File: src/rtl/irq_pkg.sv
// Shared constants and helpers for the multi-source interrupt controller.
// Cause encoding follows the RISC-V mcause layout (interrupt bit in MSB).
package irq_pkg;

  localparam int          IRQ_CAUSE_BIT       = 31;
  localparam logic [31:0] ILLEGAL_INSTR_CAUSE = 32'h2;
  localparam int          DEF_CAUSE_BASE      = 16;
  localparam int          MAX_IRQ             = 32;

  function automatic logic [31:0] irq_cause(
    input int unsigned idx,
    input int unsigned base
  );
    logic [31:0] c;
    c = 32'(idx + base);
    c[IRQ_CAUSE_BIT] = 1'b1;
    return c;
  endfunction

endpackage

File: src/rtl/irq_prio_enc.sv
// Fixed-priority encoder: the lowest set index of elig wins.
// Purely combinational.
module irq_prio_enc #(
  parameter  int N  = 16,
  localparam int SW = (N > 1) ? $clog2(N) : 1
) (
  input  logic [N-1:0]  elig,
  output logic [SW-1:0] sel,
  output logic          any
);

  always_comb begin
    sel = '0;
    for (int i = N - 1; i >= 0; i--) begin
      if (elig[i]) sel = SW'(i);
    end
    any = |elig;
  end

endmodule

File: src/rtl/irq_controller_multi.sv
// N-source interrupt controller with fixed priority, per-source edge/level
// mode, exception/interrupt handling flags and one-hot return acknowledge.
module irq_controller_multi
  import irq_pkg::*;
#(
  parameter int               N_IRQ      = 16,
  parameter logic [N_IRQ-1:0] EDGE_MASK  = '0,
  parameter int               CAUSE_BASE = DEF_CAUSE_BASE,
  localparam int SEL_W = (N_IRQ > 1) ? $clog2(N_IRQ) : 1
) (
  input  logic             clk_i,
  input  logic             rst_i,
  input  logic             exception_i,
  input  logic [N_IRQ-1:0] irq_req_i,
  input  logic [N_IRQ-1:0] mie_i,
  input  logic             mret_i,
  output logic             irq_o,
  output logic [31:0]      irq_cause_o,
  output logic [N_IRQ-1:0] irq_ret_o,
  output logic [N_IRQ-1:0] pending_o
);

  logic [N_IRQ-1:0] r_req_q;
  logic [N_IRQ-1:0] r_pend;
  logic             r_exc_h;
  logic             r_irq_h;
  logic [SEL_W-1:0] r_svc_idx;

  logic [N_IRQ-1:0] w_elig;
  logic [SEL_W-1:0] w_sel;
  logic             w_any;
  logic             w_take;
  logic             w_ret;
  logic [N_IRQ-1:0] w_acc;
  logic [N_IRQ-1:0] w_rise;
  logic [N_IRQ-1:0] w_pend_nxt;

  assign w_elig = r_pend & mie_i;

  irq_prio_enc #(
    .N(N_IRQ)
  ) u_prio (
    .elig(w_elig),
    .sel (w_sel),
    .any (w_any)
  );

  assign w_take = w_any & ~r_exc_h & ~r_irq_h & ~exception_i;
  assign w_ret  = mret_i & ~exception_i & ~r_exc_h & r_irq_h;
  assign w_acc  = w_take ? (N_IRQ'(1) << w_sel) : '0;
  assign w_rise = irq_req_i & ~r_req_q;

  // Edge sources: a new edge beats acceptance; level sources track the line.
  assign w_pend_nxt = (EDGE_MASK & ((r_pend & ~w_acc) | w_rise))
                    | (~EDGE_MASK & irq_req_i);

  assign irq_o       = w_take;
  assign irq_cause_o = w_take ? irq_cause(32'(w_sel), CAUSE_BASE) : '0;
  assign irq_ret_o   = w_ret ? (N_IRQ'(1) << r_svc_idx) : '0;
  assign pending_o   = r_pend;

  always_ff @(posedge clk_i or posedge rst_i) begin
    if (rst_i) begin
      r_req_q <= '0;
      r_pend  <= '0;
    end else begin
      r_req_q <= irq_req_i;
      r_pend  <= w_pend_nxt;
    end
  end

  // The exception handler always returns before the interrupt handler.
  always_ff @(posedge clk_i or posedge rst_i) begin
    if (rst_i) begin
      r_exc_h <= 1'b0;
    end else if (exception_i) begin
      r_exc_h <= 1'b1;
    end else if (mret_i && r_exc_h) begin
      r_exc_h <= 1'b0;
    end
  end

  always_ff @(posedge clk_i or posedge rst_i) begin
    if (rst_i) begin
      r_irq_h   <= 1'b0;
      r_svc_idx <= '0;
    end else if (w_take) begin
      r_irq_h   <= 1'b1;
      r_svc_idx <= w_sel;
    end else if (w_ret) begin
      r_irq_h   <= 1'b0;
    end
  end

endmodule

File: config.mk
export PLATFORM = sky130hd
export DESIGN_NAME = irq_controller_multi
export DESIGN_NICKNAME = d
export VERILOG_FILES = /design/src/rtl/irq_pkg.sv /design/src/rtl/irq_prio_enc.sv /design/src/rtl/irq_controller_multi.sv
export SDC_FILE = /design/constraint.sdc
export NUM_CORES = 1
export LEC_CHECK = 0
export ABC_AREA = 1
export CAP_MARGIN = 20
export CORE_MARGIN = 2
export CORE_UTILIZATION = 35
export DETAILED_ROUTE_END_ITERATION = 12
export MAX_ROUTING_LAYER = met4
export PLACE_DENSITY = 0.85
export REMOVE_ABC_BUFFERS = 1
export SYNTH_ARGS = -nofsm -noshare
export SYNTH_HDL_FRONTEND = slang
export SYNTH_SLANG_ARGS = --single-unit
File: constraint.sdc
create_clock -name clk_i -period 4 [get_ports clk_i]
set_input_delay 0.6 -clock clk_i [delete_from_list [all_inputs] [get_ports clk_i]]
set_output_delay 0.6 -clock clk_i [all_outputs]
set_load 0.02 [all_outputs]
# After elaboration in Yosys (flattened, before gate mapping)
# Cells that the tools add are included.
totals:
  register_bits: 22
  in_bits: 36
  output_inout_bits: 65
  elab_cells: 42
op_classes:
  addsub: 1
  shifts: 1
  muxes: 22
  n_bitwise: 10
  reduce_logical: 4
ops:
  columns: ["cell", "count"]
  rows:
  - ["$mux W4", 16]
  - ["$mux W32", 1]
  - ["$and A16 B16 Y16", 1]
  - ["$mux W16", 1]
  - ["$reduce_or A16 Y1", 1]
  - ["$shl A1 B4 Y16 const A", 1]
  - ["$add A4 B5 Y6 const B", 1]
  - ["$and A1 B1 Y1", 6]
  - ["$mux W1", 4]
  - ["$reduce_bool A2 Y1", 2]
  - ["$not A1 Y1", 3]
  - ["$logic_and A1 B1 Y1", 1]

# Depth between registers and ports, before layout
depth:
  ltp_word: 19
  ltp_mapped: 18
  depth_no_buf: 18

# Cells and area by module
# From an unflattened synthesis, not the netlist that was laid out.
hier_totals:
  cells_unflattened: 204
  hier_area_um2: 1443.9
by_module_without_submodules:
  columns: ["mod", "instances", "cells_each", "area_each_um2", "seq_area_each_um2"]
  rows:
  - ["irq_controller_multi", 1, 155, 1234.9, 550.5]
  - ["irq_prio_enc", 1, 49, 209.0, 0.0]

# Least setup slack after synthesis
# Ideal clock, no wire load.
synth_timing:
  kind: "input-to-output"
  startpoint: "input port mie_i[15]"
  endpoint: "output port irq_cause_o[0]"
  t_arrival_ps: 1477
  required_ps: 3400
  setup_slack_ps: 1923
  path_stages: 18
  path_buffers: 0
  path_cell_list: "nand2_1 > inv_1 > nand2_1 > nand2_1 > nand2_1 > nand2_1 > nand2_1 > nand2_1 > nand2_1 > nand2_1 > nand2_1 > nand2_1 > nand2_1 > nand2_1 > nand2_1 > nand2_1 > nand2_1 > inv_1"
synth_via:
  elab_chain_cells: 19
  elab_cells_between_ends: 23
  cone_classes: "1 x add/sub; 17 x mux; 4 x bitwise; 1 x reduce/logical"
synth_lines:
  columns: ["item", "line_no", "text"]
  rows:
  - ["start: declaration", "irq_controller_multi.sv:15", "input logic [N_IRQ-1:0] mie_i,"]
  - ["$and A16 B16 Y16 *", "irq_controller_multi.sv:38", "assign w_elig = r_pend & mie_i;"]
  - ["$mux W4 (16 in series)", "irq_prio_enc.sv:15", "if (elig[i]) sel = SW'(i);"]
  - ["$add A4 B5 Y6", "irq_pkg.sv:15", "c = 32'(idx + base);"]
  - ["$mux W32 *", "irq_controller_multi.sv:58", "assign irq_cause_o = w_take ? irq_cause(32'(w_sel), CAUSE_BASE) : '0;"]
  - ["end: declaration", "irq_controller_multi.sv:18", "output logic [31:0] irq_cause_o,"]
# Every way passes the cells marked *; elsewhere a longest branch is shown, timed or not.

# Worst setup path in the final report
# Same ends and word-level chain as after synthesis.

==> results by group <==
Pwr
  – Logic pwr share: between 30% and 40%
  – Int Power: roughly 0.39 mW
  – Sw frac: 36.9%
  – Pwr Density: about 310 mW/mm^2
  – Reg power frac: between 40% and 50%
  – P_sw: around 0.23 mW
  – Worst VDD drop: approximately 0.18 mV
  – Clock power frac: 15.7%
  – Final total power: between 0.6 and 0.7 mW
  – Leakage: ~0.91 nW

Setup path
  – CP required: 3.40 ns
  – Crit. End Element: output port
  – Critical path fanouts, max: 2
  – Reg2reg start: pending_o[6]
  – CP startpoint kind: input pin
  – CP arrival: between 2 and 2.5 ns
  – FF-to-FF path depth: 10
  – Crit path from: mie_i[15]
  – Setup Crit Path Kind: input pin to output port

Global route
  – First-pass GRT wire length: approximately 4.6 mm
  – Pin count of the biggest net entering global routing: 23
  – Initial antenna violation count: 0
  – Total Routing Usage GR: 14.4%
  – Vias in the first global route: roughly 1100
  – Total grt overflow: 0

STA
  – Fin. max-slew vios: 0
  – Achievable frequency: approximately 320 MHz
  – Post-layout minimum cycle time: between 3 and 4 ns
  – Worst-margin pin slew: 0.823 ns
  – Setup total negative slack: 0 ns
  – Finish-stage setup viols: 0
  – Worst Clk Skew: ~0.0033 ns
  – Worst slew margin: 45.1%
  – Final Hold Viols: 0
  – RSZ-0062 raised after global routing: false
  – Final WS setup: roughly 0.91 ns
  – Period utilisation layout: approximately 77%

Drt
  – Vias: about 1200
  – DRC: 0
  – TritonRoute pass-1 iters: 4
  – Drt wl/cell: slightly below 10 microns
  – DR vias/cell: about 4.2
  – Initial DRC Count: 53
  – Antenna-violating nets left: 0
  – Routed WL: ~2.7 mm

Clocking
  – Cts repair resizes: 0
  – Clock Path Buffers: 2
  – Clk pin slew, worst setup/hold paths: about 0.11 ns
  – Clock latency on the worst-skew pair: ~0.29 ns
  – H-tree levels: 1
  – CTS buffer count: 3
  – CTS tree: done
  – CTS root buf: clkbuf_4
  – Cts hold-fix bufs: 0
  – CTS sink count: 22
  – Post-CTS setup buffer count: 0

Placed design
  – GPL Wtd Cong: 0.702
  – DP Wirelength: roughly 2.4 mm
  – Pre-CTS setup slack: ~0.9 ns
  – Port bufs: 74

Worst hold path
  – Hold Path Class: flip-flop to flip-flop
  – Hold path depth: 2
  – Hold Path Origin: r_exc_h

Floorplanning
  – Die ar.: just over 0.004 sq mm
  – Die height: 64.0 microns
  – CORE AREA: 0.00339 sq mm
  – Row cnt: 21
  – I/O Pins: 101
  – Die width: 64.0 microns
  – Initial core utilization: 37.1%

Layout
  – Multi-input logic area: ~540 sq um
  – Fillers: around 330
  – Synth-to-layout area growth: 56.0%
  – Diodes inserted: 0
  – Register area: between 500 and 600 sq um
  – Final nets: roughly 270
  – Share of cells above drive strength 1: under 10%

Run status
  – Status: completed

Logic synthesis
  – Sequential area share after synthesis: a little over two fifths
  – Synthesized flop and latch total: 22
  – Leading post-synthesis cells by cell area: dfrtp_1 44%, buf_4 17%, nand2_1 10%
  – Yosys top cell area share: a little over two fifths
  – Cells after synthesis: 155
  – Syn Std Cell Area: between 0.001 and 0.0015 sq mm
  – Synth cell types: 19
  – Cell taking the most area after synthesis: dfrtp_1
  – Synth warnings: 0
  – Mean post-synth cell area: approximately 8.1 sq um

Run
  – Max-cap viol count: 0
[cells in the final DEF, fill, tap and decap left out]
| cell type | synthesis | layout |
|---|---|---|
| a21oi_1 | 3 | 3 |
| nand3_4 | 1 | 1 |
| conb_1 | 1 | 26 |
| nand2_2 | 9 | 9 |
| o21ai_1 | 1 | 1 |
| nand2_4 | 1 | 1 |
| nor2_1 | 21 | 21 |
| dfrtp_1 | 22 | 22 |
| inv_1 | 12 | 12 |
| inv_2 | 2 | 2 |
| a31oi_1 | 2 | 2 |
| o21ai_2 | 1 | 1 |
| nand2_1 | 35 | 35 |
| clkbuf_4 | 0 | 3 |
| nand3_2 | 1 | 1 |
| nor2_2 | 2 | 2 |
| nand3_1 | 8 | 8 |
| o21bai_1 | 3 | 3 |
| clkdlybuf4s50_1 | 0 | 74 |
| nor3_2 | 2 | 2 |
[power groups by stage]
stage	clock, mW	sequential [mW]	combinational (mW)
floorplan	0	0.294	0.136
global placement	0	0.288	0.231
detailed placement	0	0.290	0.233
CTS	0.104	0.286	0.234
global route	0.116	0.294	0.258
finish	0.0966	0.286	0.232
[critical path: stages]
cell	delay, ns
clkdlybuf4s50_1	0.45
nand2_1	0.06
inv_1	0.05
nand2_1	0.04
nand2_1	0.05
nand2_1	0.04
nand2_1	0.05
nand2_1	0.04
nand2_1	0.05
nand2_1	0.04
nand2_1	0.05
nand2_1	0.04
nand2_1	0.05
nand2_1	0.04
nand2_1	0.05
nand2_1	0.04
nand2_1	0.05
nand2_1	0.06
inv_1	0.05
clkdlybuf4s50_1	0.59
[cell usage after synthesis]
cell type  instances
nand2_1           35
buf_4             28
dfrtp_1           22
nor2_1            21
inv_1             12
nand2_2            9
nand3_1            8
a21oi_1            3
o21bai_1           3
a31oi_1            2
inv_2              2
nor2_2             2
nor3_2             2
conb_1             1
nand2_4            1
nand3_2            1
nand3_4            1
o21ai_1            1
o21ai_2            1
[worst paths after layout]
check	to	slack [ns]
setup reg to reg	r_svc_idx[3]	2.59
hold reg to reg	r_exc_h	0.55
max in group asynchronous	r_svc_idx[0]	2.74
setup / recovery	irq_cause_o[0]	0.91
hold / removal	r_exc_h	0.55
min in group asynchronous	pending_o[9]	0.75
[layout make-up]
type,count,share of cell area [%]
clock buffers,3,1.15
inverters,14,2.68
flip-flops and latches,22,28.0
well taps,46,2.93
repair buffers,74,37.7
multi-input cells,116,27.5
[cell families (layout without fill, tap and decap cells)]
| kind of cell | Yosys count | count (layout) | synth area share, % |
|---|---|---|---|
| AOI/OAI and AO/OA | 10 | 10 | 5.07 |
| buffers and inverters | 42 | 91 | 20.9 |
| other | 1 | 26 | 0.298 |
| DFF | 22 | 22 | 43.7 |
| and+or+nand+nor | 80 | 80 | 30.0 |
[routing by layer]
layer	wire [microns]	share of wire, %	track usage [%]
met3	310	11	3.70
met5	0	0	-
met4	13	0.48	4.08
met2	1350	49	24.2
met1	1050	39	17.0
[state kept, by name (all words and copies together) (netlist names)]
name / flops
r_irq_h: 1
r_svc_idx: 4
r_exc_h: 1
pending_o: 16
[through the flow]
| step | area (sq um) | hold slack [ns] | util, % | instances |
|---|---|---|---|---|
| detailed placement | 1940 | 0.533 | 57.3 | 272 |
| global route | 1960 | 0.573 | 57.9 | 275 |
| floorplan | 1140 | 0.508 | - | 152 |
| CTS | 1960 | 0.560 | 57.9 | 275 |
| global placement | 1940 | 0.521 | 57.3 | 272 |
| finish | 1960 | 0.554 | 57.9 | 275 |
Power figures use the tool's default switching activity.
